File: config.mk
export PLATFORM = sky130hd
export DESIGN_NAME = if_fetch_stage_flat
export DESIGN_NICKNAME = d
export VERILOG_FILES = /design/src/rtl/if_fetch_stage_pkg.sv /design/src/rtl/if_fetch_stage_if.sv /design/src/rtl/if_fetch_stage.sv /design/src/flat_wrapper.sv
export SDC_FILE = /design/constraint.sdc
export NUM_CORES = 1
export LEC_CHECK = 0
export ABC_AREA = 1
export CAP_MARGIN = 30
export CORE_AREA = 2 2 136 138
export DETAILED_ROUTE_END_ITERATION = 16
export DIE_AREA = 0 0 138 140
export PLACE_DENSITY = 0.82
export SYNTH_ARGS = -nofsm -noshare
export SYNTH_HDL_FRONTEND = slang
export SYNTH_SLANG_ARGS = --single-unit
File: constraint.sdc
create_clock -name clk -period 1.6 [get_ports clk]
set_input_delay 0.24 -clock clk [delete_from_list [all_inputs] [get_ports clk]]
set_output_delay 0.24 -clock clk [all_outputs]
set_load 0.01 [all_outputs]
File: src/rtl/if_fetch_stage_pkg.sv
// Shared fetch-pipeline definitions: FSM state encoding and reset/bubble constants.
package if_fetch_stage_pkg;

    typedef enum logic [1:0] {
        ST_READY = 2'd0,
        ST_WAIT  = 2'd1,
        ST_HOLD  = 2'd2,
        ST_DROP  = 2'd3
    } fetch_state_t;

    localparam logic [31:0] DEFAULT_NOP_INSTR = 32'h0000_0000;
    localparam logic [31:0] DEFAULT_RESET_PC  = 32'h8000_0000;

    // A state "owns" the bus while a request is pending or being issued.
    function automatic logic state_issues_req(input fetch_state_t s, input logic redirect);
        logic r;
        r = 1'b0;
        case (s)
            ST_READY: r = !redirect;
            ST_WAIT,
            ST_DROP:  r = 1'b1;
            default:  r = 1'b0;
        endcase
        return r;
    endfunction

endpackage

File: src/rtl/if_fetch_stage_if.sv
// Instruction-memory request/ack bus between the fetch stage and instruction memory.
interface if_fetch_stage_if;
    logic        req;
    logic [31:0] addr;
    logic        ack;
    logic [31:0] rdata;

    modport master (output req, output addr, input ack, input rdata);
    modport slave  (input req, input addr, output ack, output rdata);
endinterface

File: src/rtl/if_fetch_stage.sv
// Instruction-fetch stage: req/ack fetch FSM, one-entry skid buffer for ID stalls,
// wrong-path drop on redirect, and the IF/ID pipeline register.
module if_fetch_stage
    import if_fetch_stage_pkg::*;
#(
    parameter logic [31:0] NOP_INSTR = DEFAULT_NOP_INSTR,
    parameter logic [31:0] RESET_PC  = DEFAULT_RESET_PC
) (
    input  logic               clk,
    input  logic               reset,
    input  logic [31:0]        pc_in,
    input  logic [31:0]        pcplus_in,
    input  logic               redirect,
    input  logic               id_stall,
    if_fetch_stage_if.master   imem,
    output logic               pc_hold,
    output logic               ifid_valid,
    output logic [31:0]        ifid_instr,
    output logic [31:0]        ifid_pcplus
);

    fetch_state_t state_reg, state_next;
    logic [31:0]  addr_reg, addr_next;
    logic [31:0]  pcp_reg, pcp_next;
    logic [31:0]  skid_instr_reg, skid_instr_next;
    logic [31:0]  skid_pcplus_reg, skid_pcplus_next;
    logic         ifid_valid_next;
    logic [31:0]  ifid_instr_next;
    logic [31:0]  ifid_pcplus_next;

    logic         req_c;
    logic [31:0]  addr_c;
    logic         completion;
    logic [31:0]  req_pcplus;

    assign imem.req  = req_c;
    assign imem.addr = addr_c;

    always_comb begin
        state_next       = state_reg;
        addr_next        = addr_reg;
        pcp_next         = pcp_reg;
        skid_instr_next  = skid_instr_reg;
        skid_pcplus_next = skid_pcplus_reg;
        ifid_valid_next  = ifid_valid;
        ifid_instr_next  = ifid_instr;
        ifid_pcplus_next = ifid_pcplus;

        req_c  = state_issues_req(state_reg, redirect);
        addr_c = (state_reg == ST_READY) ? pc_in : addr_reg;

        // A zero-wait ack in READY completes with the live PC+4; otherwise the captured one.
        req_pcplus = (state_reg == ST_READY) ? pcplus_in : pcp_reg;
        completion = !redirect && imem.ack &&
                     ((state_reg == ST_READY) || (state_reg == ST_WAIT));

        // The PC advances once per fetched word, and always on redirect to load the target.
        pc_hold = !(completion || redirect);

        if (state_reg == ST_READY) begin
            addr_next = pc_in;
            pcp_next  = pcplus_in;
        end

        if (redirect) begin
            case (state_reg)
                ST_READY: state_next = ST_READY;
                ST_WAIT:  state_next = imem.ack ? ST_READY : ST_DROP;
                ST_HOLD:  state_next = ST_READY;
                ST_DROP:  state_next = imem.ack ? ST_READY : ST_DROP;
                default:  state_next = ST_READY;
            endcase
        end else begin
            case (state_reg)
                ST_READY,
                ST_WAIT: begin
                    if (imem.ack)
                        state_next = id_stall ? ST_HOLD : ST_READY;
                    else
                        state_next = ST_WAIT;
                end
                ST_HOLD:  state_next = id_stall ? ST_HOLD : ST_READY;
                ST_DROP:  state_next = imem.ack ? ST_READY : ST_DROP;
                default:  state_next = ST_READY;
            endcase
        end

        if (redirect) begin
            ifid_valid_next = 1'b0;
            ifid_instr_next = NOP_INSTR;
        end else if (completion) begin
            if (id_stall) begin
                skid_instr_next  = imem.rdata;
                skid_pcplus_next = req_pcplus;
            end else begin
                ifid_valid_next  = 1'b1;
                ifid_instr_next  = imem.rdata;
                ifid_pcplus_next = req_pcplus;
            end
        end else if (state_reg == ST_HOLD && !id_stall) begin
            ifid_valid_next  = 1'b1;
            ifid_instr_next  = skid_instr_reg;
            ifid_pcplus_next = skid_pcplus_reg;
        end else if (!id_stall) begin
            ifid_valid_next = 1'b0;
            ifid_instr_next = NOP_INSTR;
        end
    end

    always_ff @(posedge clk or negedge reset) begin
        if (!reset) begin
            state_reg       <= ST_READY;
            addr_reg        <= RESET_PC;
            pcp_reg         <= 32'h0;
            skid_instr_reg  <= 32'h0;
            skid_pcplus_reg <= 32'h0;
            ifid_valid      <= 1'b0;
            ifid_instr      <= NOP_INSTR;
            ifid_pcplus     <= 32'h0;
        end else begin
            state_reg       <= state_next;
            addr_reg        <= addr_next;
            pcp_reg         <= pcp_next;
            skid_instr_reg  <= skid_instr_next;
            skid_pcplus_reg <= skid_pcplus_next;
            ifid_valid      <= ifid_valid_next;
            ifid_instr      <= ifid_instr_next;
            ifid_pcplus     <= ifid_pcplus_next;
        end
    end

endmodule

File: src/flat_wrapper.sv
// flat-port wrapper written by rule: the top's interface ports become plain ports
module if_fetch_stage_flat import if_fetch_stage_pkg::*;
#(
    parameter logic [31:0] NOP_INSTR = DEFAULT_NOP_INSTR,
    parameter logic [31:0] RESET_PC  = DEFAULT_RESET_PC
)
  (clk, reset, pc_in, pcplus_in, redirect, id_stall, pc_hold, ifid_valid, ifid_instr, ifid_pcplus, imem_req, imem_addr, imem_ack, imem_rdata);
  if_fetch_stage_if imem_i ();
  input  logic clk;
  input  logic reset;
  input  logic [31:0] pc_in;
  input  logic [31:0] pcplus_in;
  input  logic redirect;
  input  logic id_stall;
  output logic pc_hold;
  output logic ifid_valid;
  output logic [31:0] ifid_instr;
  output logic [31:0] ifid_pcplus;
  output wire logic [$bits(imem_i.req)-1:0] imem_req;
  output wire logic [$bits(imem_i.addr)-1:0] imem_addr;
  input wire logic [$bits(imem_i.ack)-1:0] imem_ack;
  input wire logic [$bits(imem_i.rdata)-1:0] imem_rdata;
  assign imem_req = imem_i.req;
  assign imem_addr = imem_i.addr;
  assign imem_i.ack = imem_ack;
  assign imem_i.rdata = imem_rdata;
  if_fetch_stage #(.NOP_INSTR(NOP_INSTR), .RESET_PC(RESET_PC)) u_core (.clk(clk), .reset(reset), .pc_in(pc_in), .pcplus_in(pcplus_in), .redirect(redirect), .id_stall(id_stall), .imem(imem_i), .pc_hold(pc_hold), .ifid_valid(ifid_valid), .ifid_instr(ifid_instr), .ifid_pcplus(ifid_pcplus));
endmodule
### Yosys cells after proc, flatten, opt, wreduce, memory -nomap -nowiden

Index checks and enable logic that the tools add are counted.

| storage, ports and cells | value |
|---|---|
| register bits | 195 |
| logic and storage cells | 53 |
| bits of input ports | 101 |
| output and inout port bits | 99 |

| operators by class | value |
|---|---|
| equality and inequality tests | 6 |
| multiplexer cells | 22 |
| reduce and logical (&&, ||, !) cells | 16 |
| bitwise logic cells | 1 |

Operators with widths:

| kind | count |
|---|---|
| $mux W32 | 10 |
| $mux W2 | 4 |
| $pmux W2 S3 | 1 |
| $reduce_and A3 Y1 | 2 |
| $reduce_or A2 Y1 | 3 |
| $mux W1 | 5 |
| $eq A2 B2 Y1 const B | 2 |
| $pmux W2 S2 | 1 |
| $logic_and A1 B1 Y1 | 3 |
| $logic_not A1 Y1 | 3 |
| $ne A3 B2 Y1 const B | 1 |
| $ne A3 B3 Y1 const B | 1 |
| $eq A2 B1 Y1 const B | 1 |
| $logic_not A2 Y1 | 1 |
| $logic_or A1 B1 Y1 | 2 |
| $ne A2 B2 Y1 const B | 1 |
| $pmux W1 S2 | 1 |
| $reduce_and A2 Y1 | 1 |
| $reduce_bool A2 Y1 | 1 |
| $not A1 Y1 | 1 |

### Longest topological paths before layout

| logic depth | value |
|---|---|
| word-level depth | 5 |
| mapped depth | 10 |
| depth with buffers taken out | 8 |

### Worst setup path before layout

Ideal clock, no wire load.

| timing | value |
|---|---|
| path kind | reg2out |
| start | reg u_core.state_reg[0] |
| end | out imem_addr[10] |
| data arrival time | 1243 ps |
| buffers on the path | 2 |
| slack | 117 ps |
| required time | 1360 ps |
| stages on the path, launching flop included | 5 |
| path through | dfrtp_1 > buf_4 > nor2_8 > buf_2 > mux2_2 |

| between the ends | value |
|---|---|
| longest elaborated chain between the ends | 2 |

Ends and longest elaborated chain:

| element | RTL line | text |
|---|---|---|
| start: declaration | if_fetch_stage.sv:22 | `fetch_state_t state_reg, state_next;` |
| start signal: assignment | if_fetch_stage.sv:121 | `state_reg <= state_next;` |
| $logic_not A2 Y1 | if_fetch_stage.sv:50 | `addr_c = (state_reg == ST_READY) ? pc_in : addr_reg;` |
| $mux W32 | if_fetch_stage.sv:50 |  |
| end: declaration | flat_wrapper.sv:20 | `output wire logic [$bits(imem_i.addr)-1:0] imem_addr;` |

No other way between the ends.

### Worst setup path in the final report

| timing | value |
|---|---|
| start | reg u_core.state_reg[1] |
| end | out imem_addr[21] |

Same word-level chain as after synthesis.

==> metrics.cfg <==
[floorplan]
core_mm2 = 0.0178
die_y_um = 140
io_pins = 200
die_x_um = 138
die_area_mm2 = 0.0193
num_rows = 49
initial_core_util = 0.493

[layout]
instances_no_fill = 1529
area_growth_pct = 55.7
nets = 1388
diodes = 0
utilization = 0.767
layout-drive-gt1-share = 0.229
nFillCells = 1099

[yosys]
syn-instance-count = 1013
synth_edf_count = 0
ys_warn_count = 0
avgSynthCellArea_um2 = 8.65
synth_seq_cells = 195
seq_area_frac_synth = 0.557
synth.net_count = 1114
ys.flop_type = dfrtp_1
synth-async-reset-ratio = 1.00
synth.distinct_cells = 26
syn-cell-area_mm2 = 0.00876

[run_status]
violations = negative setup slack
status = finished with violations

[timing]
whs_ns = 0.340
timing.fmax_mhz = 503
clock_skew_ns = 0.00754
max_slew_margin = 0.674
fin_crit_sh = 1.24
drv_slew = 0
timing.final.ws_setup_ns = -0.390
setup_viol = 164
fin_crit_ns = 1.99
worstMarginPinSlew_ns = 0.490
hold_viol = 0
rsz0062_at_grt = yes

[route]
remaining_drc_errors = 0
wl_um = 28600
vias = 8140
dr.pass1.iters = 5
drt-initial-drc-count = 815
ant_nets = 0
vias_per_cell = 5.32
wl_per_cell_um = 18.7

[setup_path]
critical_path_buf_inv_count = 3
crit_arrival_ns = 1.75
critPathMaxStageDelay_ns = 0.45
worstSetupEndpointType = output pin
crit_path_max_fanout = 8
crit_type = reg2out
crit_family = flip-flops
worstPathCellList = nor2_8, buf_12, buf_4, mux2_4, buf_6
required_ns = 1.36
start_kind = register
slowest_stage = dfrtp_2

[global_routing]
grt_pass1_vias = 7822
grt.overflow.total = 0
grt_pass1_wl_um = 40800
grt.total_usage = 0.265
antenna_found_initial = 0
grt_max_degree = 52

[cts]
clock_sinks = 195
cts_tree = yes
cts.clk_slew.worst_paths_ns = 0.07
clockBufferDepth = 2
cts.root.buffer_cell = clkbuf_16
cts_made_buffers = 17
worstSkewPairLatency_ns = 0.44
h-tree-depth = 4

[place]
dp_slack_ns = -0.276
placedCellCount = 1428
numPortBuffers = 199
finalWeightedCongestion = 0.803
hpwl_um = 14700

[pwr]
p_per_area_mw_per_mm2 = 1160
ir_drop_mv = 0.924
p_leak_nw = 7.22

[hold_path]
worstHoldPathType = in2async

[job]
maxCapViolCount = 0

-- kinds of logic (layout without fill, tap and decap cells) --
kind of cell,Yosys count,count (layout),synth area share
and+or+nand+nor,497,498,0.242
DFF,195,195,0.557
buffers and inverters,160,446,0.0845
AOI/OAI and AO/OA,129,129,0.0754
muxes,32,32,0.0411
-- per-stage QoR --
stage	setup TNS [ns]	power, W	cell area (µm²)
floorplan	0	0.00826	8760
CTS	-24.58	0.0154	12800
finish	-32.41	0.0158	13600
detailed placement	-21.54	0.0101	11300
global route	-41.56	0.0165	13600
global placement	-18.60	0.00998	11300
-- worst register-to-register path, cell delays in order, from the launching register on --
cell       delay, ns
dfrtp_2         0.45
buf_4           0.15
buf_6           0.10
buf_6           0.12
inv_6           0.06
nand2_8         0.06
buf_8           0.15
nand2_4         0.08
nand2_8         0.07
buf_8           0.16
bufbuf_16       0.27
nand2_1         0.06
nand2_1         0.05
-- repair_timing --
item / 4_1_cts / 5_1_grt
resized for setup: 321 / 121
buffers inserted: 26 / 19
hold endpoints to repair: 44 / 0
endpoints found under the setup margin: 110 / 224
pin swaps: 4 / 12
gates cloned: 11 / 18
hold buffers: 1 / 0
-- final timing paths --
check	cells past startpoint	startpoint	endpoint	slack, ns
max reg2reg	12	u_core.state_reg[1]	u_core.ifid_pcplus[30]	-0.29
max	5	u_core.state_reg[1]	imem_addr[21]	-0.39
min	2	reset	u_core.ifid_pcplus[16]	0.34
min in group clk	3	imem_rdata[20]	u_core.skid_instr_reg[20]	0.36
min reg2reg	2	u_core.ifid_pcplus[5]	u_core.ifid_pcplus[5]	0.48
max in group asynchronous	3	reset	u_core.skid_pcplus_reg[3]	0.69
-- routing by layer --
metal / track usage / up-vias / share of wire
met1: 0.338 / 3888 / 0.39
li1: - / 3692 / -
met5: 0 / - / 0
met2: 0.450 / 471 / 0.50
met4: 0.0870 / 0 / 0.034
met3: 0.0598 / 89 / 0.078
-- power breakdown --
part,switching [W],internal (W)
logic,0.00225,0.00239
clock network,0.00199,0.00280
registers,0.000476,0.00592
total,0.00472,0.0111
-- cell usage after synthesis (2+ instances only) --
| cell | number | share of area |
|---|---|---|
| buf_8 | 2 | 0.0034 |
| o21ai_0 | 88 | 0.050 |
| nor2_8 | 3 | 0.0069 |
| o21ai_1 | 36 | 0.021 |
| nand3_2 | 11 | 0.013 |
| nor2_1 | 66 | 0.028 |
| dfrtp_1 | 194 | 0.55 |
| clkbuf_1 | 14 | 0.0060 |
| mux2_2 | 32 | 0.041 |
| nand3_1 | 24 | 0.014 |
| o21ai_2 | 4 | 0.0040 |
| inv_1 | 98 | 0.042 |
| nand2_1 | 356 | 0.15 |
| buf_4 | 9 | 0.0077 |
| buf_6 | 7 | 0.0090 |
| nand2_2 | 2 | 0.0014 |
| inv_2 | 6 | 0.0026 |
| buf_2 | 22 | 0.013 |
| and2_1 | 32 | 0.023 |
-- cells in the final DEF (no fill, tap or decap), types with 4 or more instances in the layout --
master / n
buf_6: 51
mux2_4: 32
nand2_1: 327
o21ai_2: 25
and2_1: 29
nand3_1: 23
nand2_2: 28
inv_1: 97
o21ai_0: 39
inv_2: 4
buf_12: 33
dlygate4sd2_1: 19
clkinvlp_4: 4
o21ai_1: 63
clkdlybuf4s50_1: 112
nand3_2: 11
inv_6: 4
bufinv_16: 5
buf_16: 9
dfrtp_1: 192
clkbuf_16: 30
dlymetal6s2s_1: 33
nor2_1: 64
buf_4: 25
buf_8: 10
-- final cells by class --
cell class,count,area (µm²),area share
clock buffers,18,429,0.0315
multi-input cells,659,3490,0.256
clock inverters,14,226,0.0166
repair buffers,309,3910,0.286
well taps,229,287,0.0210
flip-flops and latches,195,4880,0.358
inverters,105,419,0.0307
Power figures use the tool's default switching activity.
